### config.mk
export PLATFORM = sky130hd
export DESIGN_NAME = nibble_serial_adder
export DESIGN_NICKNAME = d
export VERILOG_FILES = /design/src/rtl/nibble_serial_pkg.sv /design/src/rtl/carry_select_4bit.sv /design/src/rtl/nibble_serial_adder.sv
export SDC_FILE = /design/constraint.sdc
export NUM_CORES = 1
export LEC_CHECK = 0
export CORE_AREA = 2 2 77 79
export DETAILED_ROUTE_END_ITERATION = 12
export DIE_AREA = 0 0 79 81
export GPL_TIMING_DRIVEN = 0
export PLACE_DENSITY_LB_ADDON = 0.05
export SLEW_MARGIN = 25
export SYNTH_ARGS = -nofsm -noshare
export SYNTH_HDL_FRONTEND = slang
export SYNTH_SLANG_ARGS = --single-unit
### constraint.sdc
create_clock -name clk -period 3.4 [get_ports clk]
set_input_delay 0.51 -clock clk [delete_from_list [all_inputs] [get_ports clk]]
set_output_delay 0.51 -clock clk [all_outputs]
set_load 0.05 [all_outputs]
### src/rtl/nibble_serial_pkg.sv
// Shared constants, FSM state type and sizing helper for the nibble-serial adder.
package nibble_serial_pkg;

    localparam int NIBBLE_W = 4;

    typedef enum logic [1:0] {
        IDLE = 2'd0,
        RUN  = 2'd1,
        DONE = 2'd2
    } state_t;

    // Nibble counter width; a single-nibble operand still needs one bit.
    function automatic int count_width(input int width);
        int n;
        n = $clog2(width / NIBBLE_W);
        return (n < 1) ? 1 : n;
    endfunction

endpackage

### src/rtl/carry_select_4bit.sv
// 4-bit carry-select adder cell: both carry-in cases ripple in parallel, cin picks one.
module carry_select_4bit (
    input  logic [3:0] a,
    input  logic [3:0] b,
    input  logic       cin,
    output logic [3:0] sum,
    output logic       cout
);

    logic [4:0] c0;
    logic [4:0] c1;
    logic [3:0] s0;
    logic [3:0] s1;

    assign c0[0] = 1'b0;
    assign c1[0] = 1'b1;

    for (genvar gi = 0; gi < 4; gi++) begin : g_bit
        assign s0[gi]    = a[gi] ^ b[gi] ^ c0[gi];
        assign c0[gi+1]  = (a[gi] & b[gi]) | (c0[gi] & (a[gi] ^ b[gi]));
        assign s1[gi]    = a[gi] ^ b[gi] ^ c1[gi];
        assign c1[gi+1]  = (a[gi] & b[gi]) | (c1[gi] & (a[gi] ^ b[gi]));
    end

    assign sum  = cin ? s1 : s0;
    assign cout = cin ? c1[4] : c0[4];

endmodule

### src/rtl/nibble_serial_adder.sv
// Streams WIDTH-bit operands through one 4-bit carry-select cell, one nibble per cycle.
// Optional signed-overflow output enabled by defining NIBBLE_SERIAL_OVF_EN.
import nibble_serial_pkg::*;

module nibble_serial_adder #(
    parameter int WIDTH = 16
) (
    input  logic             clk,
    input  logic             rst_n,
    input  logic             in_valid,
    output logic             in_ready,
    input  logic [WIDTH-1:0] a,
    input  logic [WIDTH-1:0] b,
    input  logic             cin,
    output logic             out_valid,
    input  logic             out_ready,
    output logic [WIDTH-1:0] sum,
    output logic             cout
`ifdef NIBBLE_SERIAL_OVF_EN
    ,
    output logic             ovf
`endif
);

    localparam int NIBBLES = WIDTH / NIBBLE_W;
    localparam int CNT_W   = count_width(WIDTH);
    localparam logic [CNT_W-1:0] LAST = CNT_W'(NIBBLES - 1);

    if ((WIDTH % NIBBLE_W) != 0 || WIDTH < NIBBLE_W) begin : g_width_check
        $error("nibble_serial_adder: WIDTH must be a multiple of 4 and >= 4");
    end

    state_t             state_reg;
    logic [WIDTH-1:0]   a_sh_reg;
    logic [WIDTH-1:0]   b_sh_reg;
    logic [WIDTH-1:0]   sum_reg;
    logic [WIDTH-1:0]   sum_next;
    logic [CNT_W-1:0]   count_reg;
    logic               carry_reg;
    logic               cout_reg;
    logic               in_ready_reg;
    logic               out_valid_reg;
    logic [NIBBLE_W-1:0] nib_sum;
    logic               nib_cout;
`ifdef NIBBLE_SERIAL_OVF_EN
    logic               a_sign_reg;
    logic               b_sign_reg;
    logic               ovf_reg;
`endif

    carry_select_4bit u_nibble (
        .a    (a_sh_reg[NIBBLE_W-1:0]),
        .b    (b_sh_reg[NIBBLE_W-1:0]),
        .cin  (carry_reg),
        .sum  (nib_sum),
        .cout (nib_cout)
    );

    // New nibble enters at the top; after NIBBLES shifts the sum is fully aligned.
    if (WIDTH == NIBBLE_W) begin : g_single
        assign sum_next = nib_sum;
    end else begin : g_multi
        assign sum_next = {nib_sum, sum_reg[WIDTH-1:NIBBLE_W]};
    end

    always_ff @(posedge clk) begin
        if (!rst_n) begin
            state_reg     <= IDLE;
            a_sh_reg      <= '0;
            b_sh_reg      <= '0;
            sum_reg       <= '0;
            count_reg     <= '0;
            carry_reg     <= 1'b0;
            cout_reg      <= 1'b0;
            in_ready_reg  <= 1'b1;
            out_valid_reg <= 1'b0;
`ifdef NIBBLE_SERIAL_OVF_EN
            a_sign_reg    <= 1'b0;
            b_sign_reg    <= 1'b0;
            ovf_reg       <= 1'b0;
`endif
        end else begin
            case (state_reg)
                IDLE: begin
                    if (in_valid && in_ready_reg) begin
                        a_sh_reg     <= a;
                        b_sh_reg     <= b;
                        carry_reg    <= cin;
                        count_reg    <= '0;
                        in_ready_reg <= 1'b0;
                        state_reg    <= RUN;
`ifdef NIBBLE_SERIAL_OVF_EN
                        a_sign_reg   <= a[WIDTH-1];
                        b_sign_reg   <= b[WIDTH-1];
`endif
                    end
                end
                RUN: begin
                    a_sh_reg  <= a_sh_reg >> NIBBLE_W;
                    b_sh_reg  <= b_sh_reg >> NIBBLE_W;
                    sum_reg   <= sum_next;
                    carry_reg <= nib_cout;
                    count_reg <= count_reg + CNT_W'(1);
                    if (count_reg == LAST) begin
                        state_reg     <= DONE;
                        cout_reg      <= nib_cout;
                        out_valid_reg <= 1'b1;
`ifdef NIBBLE_SERIAL_OVF_EN
                        // Final nibble's bit 3 is the sum sign bit.
                        ovf_reg <= (a_sign_reg == b_sign_reg) && (nib_sum[NIBBLE_W-1] != a_sign_reg);
`endif
                    end
                end
                DONE: begin
                    if (out_ready) begin
                        state_reg     <= IDLE;
                        out_valid_reg <= 1'b0;
                        in_ready_reg  <= 1'b1;
                    end
                end
                default: begin
                    state_reg     <= IDLE;
                    in_ready_reg  <= 1'b1;
                    out_valid_reg <= 1'b0;
                end
            endcase
        end
    end

    assign in_ready  = in_ready_reg;
    assign out_valid = out_valid_reg;
    assign sum       = sum_reg;
    assign cout      = cout_reg;
`ifdef NIBBLE_SERIAL_OVF_EN
    assign ovf       = ovf_reg;
`endif

endmodule

==> flow_metrics.tcl, run 1 <==
set metrics [dict create \
    status "finished clean" \
    placed_cells 421 \
    fin_skew_ps 4.62 \
    crit_chain "ha_1 > inv_1 > mux2i_1 > fa_1 > fa_1 > inv_1 > fa_1 > a211oi_1" \
    period_minus_slack_ps 2170 \
    final_area_um2 3130 \
    synth-edff-count 0 \
    ant_nets 0 \
    post_dp_cell_area_um2 3050 \
    cp-start-kind "flop" \
    drc 0 \
    rows 28 \
    instances_no_fill 428 \
    core_um2 5680 \
    first_global_vias 1992 \
    dieHeight_um 81 \
    cts_buffers 5 \
    start_util_pct 42.4 \
    synth.top_cell.area_share_pct 46.6 \
    yosys-top-cells-area "dfxtp_1 47%, nand2_1 14%, a311oi_1 9.1%" \
    cp.buffers_inverters 2 \
    worst_slack_ps 1230 \
    synthCells 291 \
    die-area_um2 6400 \
    synth_commonest_cells "88 x nand2_1, 56 x dfxtp_1, 25 x a21oi_1, 25 x a311oi_1, 25 x nor3_1" \
    hold_viol 0 \
    worstSetupPathType "reg2reg" \
    ys_seq_area_share_pct 46.6 \
    holdBufCountCts 0 \
    cp_common_cell "fa_1" \
    globalRoute.totalOverflow 0 \
    first_iter_violations 143 \
    min_path_type "reg2reg" \
    io_buffers 55 \
    yosys.cell_count.top_type "nand2_1" \
    cts_tree "built" \
    num_vias 2230 \
    cts_resized 0 \
    synthDistinctLibCells 30 \
    fin_crit_sh_pct 63.7 \
    ys.flop_type "dfxtp_1" \
    rrSetupSlack_ps 1230 \
    worst_slew_pin_slew_ps 551 \
    endpoint_kind "flop" \
    final_util_pct 55.1 \
    vias_per_cell 5.21 \
    crit_required_ps 3640 \
    syn-cell-area_um2 2400 \
    worstPathArrival_ps 2400 \
    crit_family "adder cells" \
    synth_area_leader_cell "dfxtp_1" \
    post_cts_buffers 0 \
    slowest_delay_ps 410 \
    grt_max_degree 16 \
    multi_input_area_um2 1120 \
    top_layer "met4" \
    seqCellArea_um2 1120 \
    area_growth_pct 30.0 \
    clk-insertion-delay-late_ps 320 \
    dp_slack_ps 1240 \
    crit_slowest_cell "fa_1" \
    htree_levels 2 \
    top_level_ports 56 \
    clk_pin_slew_worst_paths_ps 100 \
    cts.sinks 56 \
    rsz0062_at_grt "false" \
    slew_headroom_pct 63.3 \
    dr.pass1.iters 4 \
    peakVddDrop_mv 0.234 \
    synth_nets 334 \
    groute.usage.overall_pct 19.8 \
    setup_viol 0 \
    ys_async_sr_fraction_pct 0 \
    finalMaxSlewViolations 0 \
    power.leakage_nw 1.14 \
    cap_violations 0 \
    wl_met3_um 283 \
    cp_max_fo 3 \
    syn_avg_cell_area_um2 8.26 \
    clockRootBuffer "clkbuf_8" \
    cts_max_path_buffers 2 \
    max_freq_ghz 0.462 \
    tns_ps 0 \
    die_w_um 79 \
    drt_wl_total_um 5960 \
    wl_met2_um 2650 \
    power_density_nw_per_um2 446 \
    met1_length_um 2920 \
    nets 396 \
    grt_first_pass_wirelength_um 9800 \
    ys_ff_latch 56 \
    antenna_found_initial 0 \
    wire_per_inst_um 13.9 \
    yosysWarnings 0 \
    dp_hpwl_um 4310 \
    gp_congestion 0.763 \
    diodes 0 \
    fill_cells 598 \
    drive_gt1_share_pct 7.93 \
]
[worst register-to-register path: stages (launching register included)]
cell and delay, ps:
dfxtp_1 350, ha_1 200, inv_1 50, mux2i_1 70, fa_1 380, fa_1 360
inv_1 80, fa_1 410, a211oi_1 190
[logic make-up after synthesis]
kind of cell | synth area share, %
buffers and inverters | 6.77
adder cells (fa/ha/maj) | 4.06
AO/OA/AOI/OAI | 17.4
AND/OR/NAND/NOR | 23.8
multiplexers | 0.885
XOR/XNOR | 0.364
flip-flops | 46.6
[cell usage in the layout (no fill, tap or decap), types with 3 or more instances in the layout]
| cell type | count |
|---|---|
| nor2_1 | 9 |
| buf_2 | 12 |
| ha_1 | 3 |
| inv_1 | 7 |
| fa_1 | 3 |
| a21oi_1 | 25 |
| clkdlybuf4s50_1 | 55 |
| nor3_1 | 25 |
| buf_4 | 6 |
| a32oi_1 | 4 |
| clkbuf_1 | 7 |
| a311oi_1 | 25 |
| dfxtp_1 | 56 |
| clkbuf_8 | 5 |
| nand2_1 | 88 |
| nand2b_1 | 4 |
[final cells by class]
| type | instances | share of cell area, % |
|---|---|---|
| flip-flops and latches | 56 | 35.9 |
| multi-input cells | 202 | 35.8 |
| repair buffers | 55 | 17.6 |
| plain buffers | 25 | 4.24 |
| well taps | 75 | 3.00 |
| clock buffers | 6 | 2.32 |
| inverters | 8 | 0.961 |
| clock inverters | 1 | 0.160 |
[path summary, 6_finish.rpt]
path,startpoint,endpoint,depth (start not counted)
min reg2reg,sum[0],sum[0],2
max,a_sh_reg[0],sum[15],8
min,sum[0],sum[0],2
max reg2reg,a_sh_reg[0],sum[15],8
[report_power, final]
group	internal, mW	switching, mW	total, mW
combinational	0.131	0.165	0.296
sequential	0.706	0.0354	0.741
clock	0.141	0.215	0.356
total	0.978	0.416	1.39
[per-stage QoR]
| stage | power, mW | hold slack (ps) |
|---|---|---|
| 6_report | 1.39 | 459 |
| 5_1_grt | 1.46 | 501 |
| 4_1_cts | 1.40 | 460 |
| 3_5_place_dp | 1.05 | 447 |
| 3_3_place_gp | 1.05 | 444 |
| 2_1_floorplan | 0.940 | 437 |
[routing by layer]
layer  vias up  GRT usage (%)
met4         0           8.79
met5         -              0
li1       1134              -
met3         8           3.67
met1      1036           28.0
met2        52           29.6
Power figures use the tool's default switching activity.
==> run 2: changes to the inputs <==
- clock period: 3.4 -> 1.9 ns (I/O delays scaled with it)
==> run 2 against run 1 <==
Against the previous run:
- count of clock-buffer cells in the layout grew 2
- largest cell class is now multi-input combinational cells
- routed wire length grew 1.0%
- clock skew grew 1.3 ps
- critical path depth is the same
- sequential power grew 79%
- setup slack lost 1400 ps
- the run now ends with negative setup slack left
- first-iteration DRC count shrank 23%
- via count grew 0.13%
- fmax grew 5.1%
==> flow_metrics.tcl, run 2 (synthesis results as in run 1) <==
set metrics [dict create \
    final_cell_mix "88 x nand2_1, 54 x dfxtp_1, 54 x clkdlybuf4s50_1, 25 x nor3_1, 25 x a21oi_1" \
    max_freq_ghz 0.485 \
    final_util_pct 56.2 \
    clk_pin_slew_worst_paths_ps 100 \
    power.leakage_nw 1.15 \
    die_w_um 79 \
    fill_cells 583 \
    start_util_pct 42.4 \
    antenna_found_initial 0 \
    worst_slack_ps -160 \
    nets 396 \
    cts_max_path_buffers 2 \
    drc 0 \
    power_density_nw_per_um2 805 \
    dr.pass1.iters 4 \
    ant_nets 0 \
    dp_hpwl_um 4350 \
    cp-start-kind "flop" \
    io_buffers 55 \
    mostFrequentLayoutCell "nand2_1" \
    drt_wl_total_um 6020 \
    use_met1_pct 28.0 \
    fin_crit_sh_pct 108 \
    slew_headroom_pct 61.9 \
    met3_usage_pct 4.56 \
    grt_busiest_layer "met2" \
    die-area_um2 6400 \
    crit_required_ps 2150 \
    worstPathArrival_ps 2310 \
    worst_slew_pin_slew_ps 572 \
    groute.usage.overall_pct 20.1 \
    gp_congestion 0.770 \
    grt_max_degree 16 \
    cap_violations 0 \
    endpoint_kind "flop" \
    drive_gt1_share_pct 11.9 \
    hold_viol 0 \
    multi_input_area_um2 1170 \
    rows 28 \
    clk-insertion-delay-late_ps 320 \
    violations "negative setup slack" \
    grt.met2_usage_pct 31.2 \
    vias_per_cell 5.21 \
    status "finished, violations left" \
    cts_buffers 5 \
    hold_ws_ps 460 \
    peakVddDrop_mv 0.420 \
    dieHeight_um 81 \
    fin_skew_ps 5.96 \
    top_level_ports 56 \
    finalMaxSlewViolations 0 \
    area_growth_pct 32.7 \
    first_iter_violations 110 \
    diodes 0 \
    holdBufCountCts 0 \
    grt_first_pass_wirelength_um 10100 \
    globalRoute.totalOverflow 0 \
    core_um2 5680 \
    setup_viol 1 \
    cts_tree "built" \
    wire_per_inst_um 14.0 \
    clockRootBuffer "clkbuf_8" \
    worstSetupPathType "reg2reg" \
    cp_max_fo 3 \
    seqCellArea_um2 1120 \
    rsz0062_at_grt "true" \
    period_minus_slack_ps 2060 \
    cts.sinks 56 \
    first_global_vias 2082 \
    htree_levels 2 \
    min_path_type "reg2reg" \
    num_vias 2233 \
]
-- run 2: final cells by class --
type                    count  area share, %
well taps                  75           2.94
inverters                   8          0.941
flip-flops and latches     56           35.2
plain buffers              25           4.16
multi-input cells         202           36.6
clock buffers               8           2.82
repair buffers             55           17.3
-- run 2: report_power, final --
group	leakage [nW]	total, mW	switching, mW	internal, mW
clock	0.0455	0.686	0.387	0.299
sequential	0.460	1.33	0.0674	1.26
combinational	0.648	0.552	0.305	0.246
-- run 2: path summary, 6_finish.rpt --
path,start,endpoint,slack (ps),cells past startpoint
hold reg to reg,sum[0],sum[0],460,2
setup / recovery,a_sh_reg[0],sum[15],-160,8
setup reg to reg,a_sh_reg[0],sum[15],-160,8
hold / removal,sum[0],sum[0],460,2
-- run 2: metal layers --
metal  part of all wire, %  vias to the layer above  routed length [um]
met5                     0                        -                   0
met2                    45                       43                2720
met4                   1.3                        0                  80
met3                   4.1                        6                 249
met1                    49                     1050                2970
li1                      -                     1134                   -
-- run 2: critical path: stages, from the launching register on --
cell	delay, ps
dfxtp_2	360
ha_4	160
inv_2	40
mux2i_2	60
fa_2	340
fa_2	340
inv_2	60
fa_2	440
a211oi_2	190
-- run 2: what timing repair did --
action	CTS	global route
endpoints found under the setup margin	3	4
buffers inserted	0	0
resized for setup	8	8
pin swaps	1	1
-- run 2: through the flow --
stage	instance area (um^2)	total power [mW]	worst slack, ps	cells	setup TNS [ps]
floorplan	2410	1.68	-105	291	-105
global placement	3050	1.88	-193	421	-212
detailed placement	3050	1.89	-200	421	-261
CTS	3160	2.57	-150	429	-150
global route	3190	2.70	-222	429	-394
finish	3190	2.57	-160	429	-160
